## src/rtl/pdm_pkg.sv

```systemverilog
// Shared definitions for the PDM audio path: default widths and the interpolator FSM states.
package pdm_pkg;

  localparam int PDM_N     = 16;
  localparam int PDM_K     = 6;
  localparam int PDM_DEPTH = 4;

  typedef enum logic [0:0] {
    IDLE = 1'b0,
    RUN  = 1'b1
  } state_t;

endpackage

```

## src/rtl/pdm_sample_interp_if.sv

```systemverilog
// Sample input handshake for the PDM interpolator: valid/ready plus the unsigned sample.
interface pdm_sample_interp_if #(
  parameter int N = 16
) ();

  logic         in_valid;
  logic         in_ready;
  logic [N-1:0] in_data;

  modport master (output in_valid, output in_data, input in_ready);
  modport slave  (input in_valid, input in_data, output in_ready);

endinterface

```

## src/rtl/pdm_sample_fifo.sv

```systemverilog
// Small show-ahead FIFO for incoming samples; flags come from a registered occupancy count.
module pdm_sample_fifo
  import pdm_pkg::*;
#(
  parameter int N     = PDM_N,
  parameter int DEPTH = PDM_DEPTH
) (
  input  logic         clk,
  input  logic         rst,
  input  logic         wr_valid,
  input  logic [N-1:0] wr_data,
  output logic         wr_ready,
  input  logic         rd_en,
  output logic [N-1:0] rd_data,
  output logic         empty
);

  localparam int            AW       = $clog2(DEPTH);
  localparam logic [AW:0]   FULL_CNT = (AW+1)'(DEPTH);

  logic [N-1:0]  mem [DEPTH];
  logic [AW-1:0] wr_ptr_reg;
  logic [AW-1:0] rd_ptr_reg;
  logic [AW:0]   count_reg;
  logic          push;
  logic          pop;

  assign wr_ready = (count_reg < FULL_CNT);
  assign empty    = (count_reg == '0);
  assign push     = wr_valid && wr_ready;
  assign pop      = rd_en && !empty;
  // Head entry is presented combinationally so a pop consumes it in the same cycle.
  assign rd_data  = mem[rd_ptr_reg];

  always_ff @(posedge clk) begin
    if (push) begin
      mem[wr_ptr_reg] <= wr_data;
    end
  end

  always_ff @(posedge clk or posedge rst) begin
    if (rst) begin
      wr_ptr_reg <= '0;
      rd_ptr_reg <= '0;
      count_reg  <= '0;
    end else begin
      if (push) begin
        wr_ptr_reg <= wr_ptr_reg + AW'(1);
      end
      if (pop) begin
        rd_ptr_reg <= rd_ptr_reg + AW'(1);
      end
      case ({push, pop})
        2'b10:   count_reg <= count_reg + (AW+1)'(1);
        2'b01:   count_reg <= count_reg - (AW+1)'(1);
        default: count_reg <= count_reg;
      endcase
    end
  end

endmodule

```

## src/rtl/pdm_sample_interp.sv

```systemverilog
// Linear interpolator feeding the PDM modulator: one new level per clock, one sample per 2^K enabled clocks.
module pdm_sample_interp
  import pdm_pkg::*;
#(
  parameter int N     = PDM_N,
  parameter int K     = PDM_K,
  parameter int DEPTH = PDM_DEPTH
) (
  input  logic                 clk,
  input  logic                 rst,
  input  logic                 en,
  pdm_sample_interp_if.slave   in_if,
  output logic [N-1:0]         out_level,
  output logic                 underrun,
  output logic                 running
);

  localparam logic [K-1:0] PHASE_LAST = '1;

  state_t              state_reg;
  logic [N-1:0]        prev_reg;
  logic [N-1:0]        cur_reg;
  logic [N-1:0]        level_reg;
  logic [K-1:0]        phase_reg;
  logic                underrun_reg;

  logic                fifo_empty;
  logic [N-1:0]        fifo_rd_data;
  logic                boundary;
  logic                pop;

  logic signed [N:0]       diff;
  logic signed [N+K+1:0]   diff_ext;
  logic signed [N+K+1:0]   phase_ext;
  logic signed [N+K+1:0]   product;
  logic signed [N+K+1:0]   shifted;
  logic [N-1:0]            level_next;
  logic                    unused_shift_bits;

  assign boundary = (state_reg == RUN) && en && (phase_reg == PHASE_LAST);
  assign pop      = en && !fifo_empty && ((state_reg == IDLE) || boundary);

  pdm_sample_fifo #(
    .N     (N),
    .DEPTH (DEPTH)
  ) u_fifo (
    .clk      (clk),
    .rst      (rst),
    .wr_valid (in_if.in_valid),
    .wr_data  (in_if.in_data),
    .wr_ready (in_if.in_ready),
    .rd_en    (pop),
    .rd_data  (fifo_rd_data),
    .empty    (fifo_empty)
  );

  // Arithmetic shift floors toward -inf, so the sum stays between prev and cur and fits N bits.
  assign diff              = $signed({1'b0, cur_reg}) - $signed({1'b0, prev_reg});
  assign diff_ext          = {{(K+1){diff[N]}}, diff};
  assign phase_ext         = {{(N+2){1'b0}}, phase_reg};
  assign product           = diff_ext * phase_ext;
  assign shifted           = product >>> K;
  assign level_next        = prev_reg + shifted[N-1:0];
  assign unused_shift_bits = ^shifted[N+K+1:N];

  always_ff @(posedge clk or posedge rst) begin
    if (rst) begin
      state_reg    <= IDLE;
      prev_reg     <= '0;
      cur_reg      <= '0;
      level_reg    <= '0;
      phase_reg    <= '0;
      underrun_reg <= 1'b0;
    end else begin
      underrun_reg <= 1'b0;
      if (en) begin
        case (state_reg)
          IDLE: begin
            if (!fifo_empty) begin
              cur_reg   <= fifo_rd_data;
              phase_reg <= '0;
              state_reg <= RUN;
            end
          end
          RUN: begin
            level_reg <= level_next;
            phase_reg <= phase_reg + K'(1);
            if (boundary) begin
              prev_reg <= cur_reg;
              if (!fifo_empty) begin
                cur_reg <= fifo_rd_data;
              end else begin
                underrun_reg <= 1'b1;
              end
            end
          end
          default: state_reg <= IDLE;
        endcase
      end
    end
  end

  assign out_level = level_reg;
  assign underrun  = underrun_reg;
  assign running   = (state_reg == RUN);

endmodule

```

## src/flat_wrapper.sv

```systemverilog
// flat-port wrapper written by rule: the top's interface ports become plain ports
module pdm_sample_interp_flat import pdm_pkg::*;
#(
  parameter int N     = PDM_N,
  parameter int K     = PDM_K,
  parameter int DEPTH = PDM_DEPTH
)
  (clk, rst, en, out_level, underrun, running, in_if_in_valid, in_if_in_data, in_if_in_ready);
  pdm_sample_interp_if #(.N(N)) in_if_i ();
  input  logic clk;
  input  logic rst;
  input  logic en;
  output logic [N-1:0] out_level;
  output logic underrun;
  output logic running;
  input wire logic [$bits(in_if_i.in_valid)-1:0] in_if_in_valid;
  input wire logic [$bits(in_if_i.in_data)-1:0] in_if_in_data;
  output wire logic [$bits(in_if_i.in_ready)-1:0] in_if_in_ready;
  assign in_if_i.in_valid = in_if_in_valid;
  assign in_if_i.in_data = in_if_in_data;
  assign in_if_in_ready = in_if_i.in_ready;
  pdm_sample_interp #(.N(N), .K(K), .DEPTH(DEPTH)) u_core (.clk(clk), .rst(rst), .en(en), .in_if(in_if_i), .out_level(out_level), .underrun(underrun), .running(running));
endmodule
```

## config.mk

```make
export PLATFORM = sky130hd
export DESIGN_NAME = pdm_sample_interp_flat
export DESIGN_NICKNAME = d
export VERILOG_FILES = /design/src/rtl/pdm_pkg.sv /design/src/rtl/pdm_sample_interp_if.sv /design/src/rtl/pdm_sample_fifo.sv /design/src/rtl/pdm_sample_interp.sv /design/src/flat_wrapper.sv
export SDC_FILE = /design/constraint.sdc
export NUM_CORES = 1
export LEC_CHECK = 0
export CAP_MARGIN = 5
export CORE_MARGIN = 10
export CORE_UTILIZATION = 45
export DETAILED_ROUTE_END_ITERATION = 10
export SYNTH_ARGS = -nofsm -noshare
export SYNTH_HDL_FRONTEND = slang
export SYNTH_SLANG_ARGS = --single-unit
export TNS_END_PERCENT = 5
```

## constraint.sdc

```tcl
create_clock -name clk -period 16.7 [get_ports clk]
set_input_delay 4.175 -clock clk [delete_from_list [all_inputs] [get_ports clk]]
set_output_delay 4.175 -clock clk [all_outputs]
set_load 0.02 [all_outputs]
```

### Word-level counts from Yosys, hierarchy flattened

Memory sizes are Yosys's and may differ from the RTL's.
Cells that the tools add are included.

* register bits after elaboration: 63
* RAM bits: 64
* input port bits: 20
* output and inout bits: 19
* word-level logic and storage cells: 53
* memories: 1

Memories
* u_core.u_fifo.mem: depth 4, width 16, read ports 1, clocked after Yosys merged registers in 0, write ports 1, RTL line pdm_sample_fifo.sv:21 `logic [N-1:0] mem [DEPTH];`

* add/subtract/negate cells: 7
* multipliers: 1
* $lt $le $gt $ge: 1
* equal/unequal tests: 5
* multiplexer cells: 14
* bitwise gates (word level): 1
* reductions and logical operators: 14

Operator list (count)
* 2-to-1 mux 16 bit: 2
* case mux 16 bit (2 select lines): 1
* multiplier 17 x 7 -> 22 bit: 1
* subtractor 16 x 16 -> 17 bit: 1
* adder 16 bit: 1
* case mux 6 bit (2 select lines): 1
* 2-to-1 mux 1 bit: 8
* adder 6 x 1 -> 6 bit, second input constant: 1
* == test 6 bit, second input constant: 1
* logical AND 1 bit: 6
* 2-to-1 mux 6 bit: 1
* case mux 3 bit (2 select lines): 1
* AND reduction 2 bit: 3
* adder 2 x 1 -> 2 bit, second input constant: 2
* != test 2 bit, second input constant: 2
* adder 3 x 1 -> 3 bit, second input constant: 1
* zero test 3 bit: 1
* < comparator 3 bit, second input constant: 1
* AND reduction 3 bit: 1
* subtractor 3 x 1 -> 3 bit, second input constant: 1
* == test 2 x 1 -> 1 bit, second input constant: 1
* == test 2 bit, second input constant: 1
* nonzero test 2 bit: 1
* zero test 1 bit: 1
* other kinds (2): 2

### Logic depth before layout (Yosys ltp)

Gate-level depths: netlist of the first run.

* depth in word-level cells: 7
* mapped depth: 35
* gate-level depth less buffers: 35

### By module

Synthesis of the first run repeated with hierarchy kept, for this count alone.

* cell total of the unflattened synthesis: 967
* area total of the unflattened synthesis: 9957.0 sq um

Modules (own cells, without submodules)
* pdm_sample_interp: instances 1, cells each 843, area each 7188.1 sq um, sequential area each 1401.3 sq um
* pdm_sample_fifo: instances 1, cells each 124, area each 2768.9 sq um, sequential area each 2097.0 sq um

### Least setup slack after synthesis of the first run

Ideal clock, no wire load.

* path type: flip-flop to flip-flop
* start: reg u_core.prev_reg[1]
* end: reg u_core.level_reg[15], in the netlist u_core.out_level[15]
* library setup time: 0.076 ns
* arrival time: 6.940 ns
* required time: 16.624 ns
* path slack: 9.684 ns
* cell stages (with the launch flop): 34
* buffers on the path: 0
* period minus slack after synthesis: 7.016 ns
* cells stage by stage: dfrtp_1 inv_1 ha_1 nor2b_1 o21ai_1 a21boi_1 o21ai_1 a211oi_1 o21ai_1 and3_1 xnor2_1 and2_1 fa_1 fa_1 fa_1 inv_1 fa_1 inv_1 ha_1 a21o_1 o31ai_4 nand2_1 and2_1 o21a_1 nor3_1 nor2_1 ha_1 o21ai_0 nand2b_1 and3_1 a221oi_4 o21ai_0 xor2_1 o21ai_1

* word-level cells in the longest chain between the ends: 3

RTL lines
* start, declared: RTL line pdm_sample_interp.sv:21 `logic [N-1:0] prev_reg;`
* start signal, assigned: RTL line pdm_sample_interp.sv:89 `prev_reg <= cur_reg;`
* subtractor 16 x 16 -> 17 bit: RTL line pdm_sample_interp.sv:58 `assign diff = $signed({1'b0, cur_reg}) - $signed({1'b0, prev_reg});`
* multiplier 17 x 7 -> 22 bit: RTL line pdm_sample_interp.sv:61 `assign product = diff_ext * phase_ext;`
* adder 16 bit (*): RTL line pdm_sample_interp.sv:63 `assign level_next = prev_reg + shifted[N-1:0];`
* end signal, assigned: RTL line pdm_sample_interp.sv:86 `level_reg <= level_next;`
* end, declared: RTL line pdm_sample_interp.sv:23 `logic [N-1:0] level_reg;`

Every way passes the cells marked *; elsewhere a longest branch is shown, timed or not.
A chain may end at the register's enable or synchronous reset.

### Final worst setup path of the first run

Ends and elaborated chain as after synthesis.

==> results of run 1 <==
final cells by class:
cell class / count / area [sq um]
clock buffers: 18 / 429
fillers: 1829 / 9770
well taps: 270 / 338
multi-input cells: 579 / 5400
flip-flops and latches: 127 / 3500
clock inverters: 14 / 156
repair buffers: 42 / 410
inverters: 114 / 428
logic make-up (layout without fill, tap and decap cells):
logic type                 count (synthesis)  count (layout)  synth area share (%)
DFF                                      127             127                  37.2
xor gates and xnor gates                  51              51                  4.89
and+or+nand+nor                          235             235                  12.9
adders and majority gates                147             147                  25.0
muxes                                     38              38                  6.43
AOI/OAI and AO/OA                        108             108                  8.17
buffers and inverters                    138             188                  5.53
routing by layer:
metal / vias to the layer above / wire [microns] / global-route usage, %
met4: 0 / 177 / 3.78
met3: 15 / 359 / 2.17
met1: 2858 / 9180 / 20.4
li1: 2885 / - / -
met2: 60 / 8550 / 23.3
met5: - / 0 / 0
cells in the mapped netlist, drive strengths merged (2+ instances only):
master / instances
nand2b: 11
a31oi: 7
buf: 3
clkbuf: 21
nor3: 9
and3: 8
dfrtp: 63
nand2: 70
xor2: 17
nor2b: 12
a211oi: 4
a21boi: 2
nand4b: 2
a21oi: 16
o21bai: 3
and2: 69
a21o: 11
ha: 79
mux2: 20
mux2i: 2
edfxtp: 64
and2b: 5
o21ai: 42
nor2: 32
fa: 68
o31ai: 4
nand3: 8
xnor2: 33
nand4: 3
or3: 3
or2: 2
inv: 114
mux4: 16
o21a: 8
per-stage QoR:
| stage | cell area, sq um | hold slack (ns) | worst slack, ns |
|---|---|---|---|
| final | 10700 | 0.467 | 8.73 |
| after global routing | 10700 | 0.510 | 8.11 |
| after CTS | 10700 | 0.469 | 8.67 |
| after detailed placement | 10100 | 0.457 | 8.71 |
| after global placement | 10100 | 0.454 | 8.82 |
| after floorplan | 9420 | 0.437 | 9.68 |
how the worst max path moves through the flow:
stage / startpoint / to / slack, ns / depth (start not counted)
final: u_core.prev_reg[1]$_DFFE_PP0P_ / u_core.out_level[15]$_DFFE_PP0P_ / 8.73 / 33
after global routing: u_core.prev_reg[1]$_DFFE_PP0P_ / u_core.out_level[15]$_DFFE_PP0P_ / 8.11 / 33
after CTS: u_core.prev_reg[1]$_DFFE_PP0P_ / u_core.out_level[15]$_DFFE_PP0P_ / 8.67 / 33
after detailed placement: u_core.prev_reg[1]$_DFFE_PP0P_ / u_core.out_level[15]$_DFFE_PP0P_ / 8.71 / 33
after global placement: u_core.prev_reg[1]$_DFFE_PP0P_ / u_core.out_level[15]$_DFFE_PP0P_ / 8.82 / 33
after floorplan: u_core.prev_reg[1]$_DFFE_PP0P_ / u_core.out_level[15]$_DFFE_PP0P_ / 9.68 / 33
==> flow_metrics.py, run 1 <==
metrics = {
    "sta": {
        "min_period_over_period_pct": 47.7,
        "fin_setup_tns_ns": 0,
        "rsz0062_at_grt": "no",
        "period_minus_slack_ns": 7.97,
        "maxSlewViolCount": 0,
        "final-hold-violation-count": 0,
        "clock_skew_ns": 0.0113,
        "relSlewSlack_pct": 29.5,
        "setup_viol": 0,
        "timing.fmax_mhz": 125,
        "worst-slew-pin-transition_ns": 1.06,
    },
    "run_status": {
        "status": "complete, no violations",
    },
    "placed_design": {
        "hpwl_microns": 14000,
        "dp.cells": 1132,
        "gp_congestion": 0.797,
        "port-buffer-count": 38,
    },
    "synth": {
        "synth_flop_cell": "edfxtp_1",
        "yosysTopAreaCell": "edfxtp_1",
        "synth_fp_nets": 1011,
        "synth_area_leaders": "edfxtp_1 (20%), dfrtp_1 (17%), fa_1 (14%)",
        "ys_seq_elements": 127,
        "synth_edf_count": 64,
        "syn_area_sq_mm": 0.00942,
        "ys_async_sr_fraction_pct": 49.6,
        "ys_types": 58,
        "avgSynthCellArea_sq_um": 11.2,
        "yosysTopAreaCellShare_pct": 20.4,
        "ys_warn_count": 0,
        "syn_inst": 844,
        "seq_area_frac_synth_pct": 37.2,
    },
    "setup_path": {
        "critPathCaptureType": "register",
        "cp_max_fo": 6,
        "cp-start-kind": "register",
        "cp.arrival_ns": 8.29,
        "worst_r2r_path_depth": 33,
        "crit_family": "adder cells",
        "rr_endpoint": "u_core.out_level[15]$_DFFE_PP0P_",
        "cp_slowest_stage_delay_ns": 0.56,
        "reg2reg_from": "u_core.prev_reg[1]$_DFFE_PP0P_",
        "reg2reg_slack_ns": 8.73,
        "slowest_stage": "fa_1",
        "cp.required_ns": 17.02,
        "worst-setup-path-type": "reg2reg",
        "worstPathBufferInverterCount": 3,
    },
    "global_routing": {
        "grt_pass1_wl_microns": 31800,
        "grt_pass1_vias": 6193,
        "antenna_found_initial": 0,
        "gr-total-overflow": 0,
        "grt_max_degree": 64,
        "grt_use_total_pct": 14.6,
    },
    "route": {
        "vias": 5818,
        "drt-initial-drc-count": 218,
        "wl_per_cell_microns": 15.7,
        "vias_per_cell": 5.00,
        "wl_microns": 18300,
        "final_antenna_net_count": 0,
        "dr.pass1.iters": 4,
        "drc_errors": 0,
    },
    "min_path": {
        "min-delay-start": "u_core.u_fifo.count_reg[0]$_DFFE_PP0P_",
        "hold_class": "reg2reg",
        "hold_depth": 1,
        "min_to": "u_core.u_fifo.count_reg[0]$_DFFE_PP0P_",
    },
    "clocking": {
        "cts_made_buffers": 17,
        "cts_setup_buffers": 0,
        "clk_pin_slew_ns": 0.06,
        "clockBufferDepth": 2,
        "cts_root_buf": "clkbuf_16",
        "ctsHoldBuffers": 0,
        "htreeDepth": 4,
        "clk_latency_ns": 0.41,
        "cts_tree": "yes",
        "clock_sinks": 127,
        "post_cts_resize_count": 0,
    },
    "floorplan": {
        "die_h_microns": 165,
        "num_io_pins": 39,
        "rows": 52,
        "fp.dieW_microns": 165,
        "core_region_area_sq_mm": 0.0204,
        "die-area_sq_mm": 0.0271,
        "initial_utilization_pct": 46.1,
    },
    "run": {
        "cap_violations": 0,
    },
    "cells_and_area": {
        "n_antenna_cell": 0,
        "drive_gt1_share_pct": 9.73,
        "fin_cells": 1164,
        "syn2layout_area_growth_pct": 13.2,
        "fin_util_pct": 52.2,
        "largest_register": "u_core.u_fifo.mem",
        "final_cell_mix": "inv_1 (113), ha_1 (79), nand2_1 (70), and2_1 (69), fa_1 (68)",
        "nets": 1048,
        "largest_reg_flops": 64,
        "layout_commonest_cell": "inv_1",
    },
}
Power of run 1 is left out: the tool's default activity adds up to more than one toggle a clock period on the data nets, which glitch-free logic cannot reach.
==> run 2: changes to the inputs <==
Clock period 16.7 ns to 8.1 ns, I/O delays scaled along.
==> run 2 against run 1 <==
Final cell count increased by 0.95%. Worst setup slack got worse by 8.2 ns. Clock skew increased by 0.0033 ns.
==> flow_metrics.py, run 2 (synthesis gave the netlist of run 1 again) <==
metrics = {
    "run_status": {
        "status": "complete, no violations",
    },
    "global_routing": {
        "grt_pass1_wl_microns": 31700,
        "antenna_found_initial": 0,
        "grt_use_total_pct": 14.3,
        "grt_max_degree": 64,
        "gr-total-overflow": 0,
        "grt_pass1_vias": 6284,
    },
    "setup_path": {
        "reg2reg_from": "u_core.prev_reg[1]$_DFFE_PP0P_",
        "crit_family": "adder cells",
        "critPathCaptureType": "register",
        "worstPathBufferInverterCount": 4,
        "reg2reg_slack_ns": 0.56,
        "cp.arrival_ns": 7.79,
        "worst-setup-path-type": "reg2reg",
        "cp-start-kind": "register",
        "cp.required_ns": 8.35,
        "worst_r2r_path_depth": 33,
        "cp_max_fo": 6,
        "cp_slowest_stage_delay_ns": 0.56,
        "crit_cells": 33,
        "startpoint": "u_core.prev_reg[1]$_DFFE_PP0P_",
        "cp-endpoint": "u_core.out_level[15]$_DFFE_PP0P_",
        "slowest_stage": "fa_1",
        "rr_endpoint": "u_core.out_level[15]$_DFFE_PP0P_",
    },
    "sta": {
        "setup_viol": 0,
        "worst-slew-pin-transition_ns": 1.04,
        "clock_skew_ns": 0.0146,
        "final-hold-violation-count": 0,
        "relSlewSlack_pct": 30.2,
        "hold-worst-slack_ns": 0.467,
        "rsz0062_at_grt": "no",
        "maxSlewViolCount": 0,
        "min_period_over_period_pct": 93.1,
        "fin_setup_tns_ns": 0,
        "timing.fmax_mhz": 133,
        "period_minus_slack_ns": 7.54,
    },
    "clocking": {
        "clock_sinks": 127,
        "clockBufferDepth": 2,
        "clk_latency_ns": 0.41,
        "cts_made_buffers": 17,
        "clk_pin_slew_ns": 0.06,
        "cts_root_buf": "clkbuf_16",
        "htreeDepth": 4,
        "cts_tree": "yes",
    },
    "route": {
        "final_antenna_net_count": 0,
        "vias": 5909,
        "dr.pass1.iters": 4,
        "drc_errors": 0,
        "vias_per_cell": 5.03,
        "wl_per_cell_microns": 15.4,
        "drt-initial-drc-count": 185,
        "wl_microns": 18100,
    },
    "placed_design": {
        "port-buffer-count": 38,
        "gp_congestion": 0.831,
        "hpwl_microns": 13900,
        "dp.cells": 1142,
        "place_area_sq_mm": 0.0101,
    },
    "cells_and_area": {
        "n_antenna_cell": 0,
        "final_area_sq_mm": 0.0108,
        "fin_cells": 1175,
        "nets": 1059,
        "final_cell_mix": "inv_1 (113), ha_1 (79), nand2_1 (70), and2_1 (69), fa_1 (68)",
        "layout_commonest_cell": "inv_1",
        "drive_gt1_share_pct": 11.4,
        "largest_register": "u_core.u_fifo.mem",
        "largest_reg_flops": 64,
        "syn2layout_area_growth_pct": 14.2,
    },
    "floorplan": {
        "num_io_pins": 39,
        "rows": 52,
        "core_region_area_sq_mm": 0.0204,
        "fp.dieW_microns": 165,
        "die-area_sq_mm": 0.0271,
        "initial_utilization_pct": 46.1,
        "die_h_microns": 165,
    },
    "min_path": {
        "hold_class": "reg2reg",
    },
    "run": {
        "cap_violations": 0,
    },
}
==> run 2: cell count changes in the layout (fill, tap and decap cells not counted), sizes merged <==
cell,previous run,this run
clkinvlp,3,2
bufinv,2,1
clkbuf,18,17
inv,119,122
buf,4,15
==> run 2: repair_timing <==
item	CTS	global route
setup endpoints to repair	0	5
resized for setup	0	5
setup buffers	0	1
hold buffers	0	0
==> run 2: how the worst min path moves through the flow <==
| stage | from | end | slack, ns | cells past startpoint |
|---|---|---|---|---|
| after global placement | u_core.u_fifo.count_reg[0]$_DFFE_PP0P_ | u_core.u_fifo.count_reg[0]$_DFFE_PP0P_ | 0.45 | 1 |
| after CTS | u_core.u_fifo.count_reg[0]$_DFFE_PP0P_ | u_core.u_fifo.count_reg[0]$_DFFE_PP0P_ | 0.47 | 1 |
| after detailed placement | u_core.u_fifo.count_reg[0]$_DFFE_PP0P_ | u_core.u_fifo.count_reg[0]$_DFFE_PP0P_ | 0.46 | 1 |
| after global routing | u_core.out_level[8]$_DFFE_PP0P_ | u_core.out_level[8]$_DFFE_PP0P_ | 0.52 | 2 |
| final | u_core.u_fifo.count_reg[0]$_DFFE_PP0P_ | u_core.u_fifo.count_reg[0]$_DFFE_PP0P_ | 0.47 | 1 |
| after floorplan | u_core.u_fifo.count_reg[0]$_DFFE_PP0P_ | u_core.u_fifo.count_reg[0]$_DFFE_PP0P_ | 0.44 | 1 |
==> run 2: final cells by class <==
class,instances,area (sq um)
clock buffers,17,425
clock inverters,15,150
fillers,1833,9670
inverters,114,428
multi-input cells,579,5420
flip-flops and latches,127,3500
well taps,270,338
repair buffers,53,493
==> run 2: routing by layer <==
layer,global-route usage [%],share of wire [%],vias up
li1,-,-,2920
met1,19.7,49,2899
met2,23.3,47,79
met3,2.69,3.2,11
met4,2.86,0.81,0
met5,0,0,-
==> run 2: stage by stage <==
stage / util (%) / setup slack [ns]
after global routing: 52.7 / 0.0412
after global placement: 49.7 / 0.372
after detailed placement: 49.7 / 0.299
after floorplan: - / 1.08
after CTS: 52.5 / 0.241
final: 52.7 / 0.560
Power of run 2 is left out for the same reason.
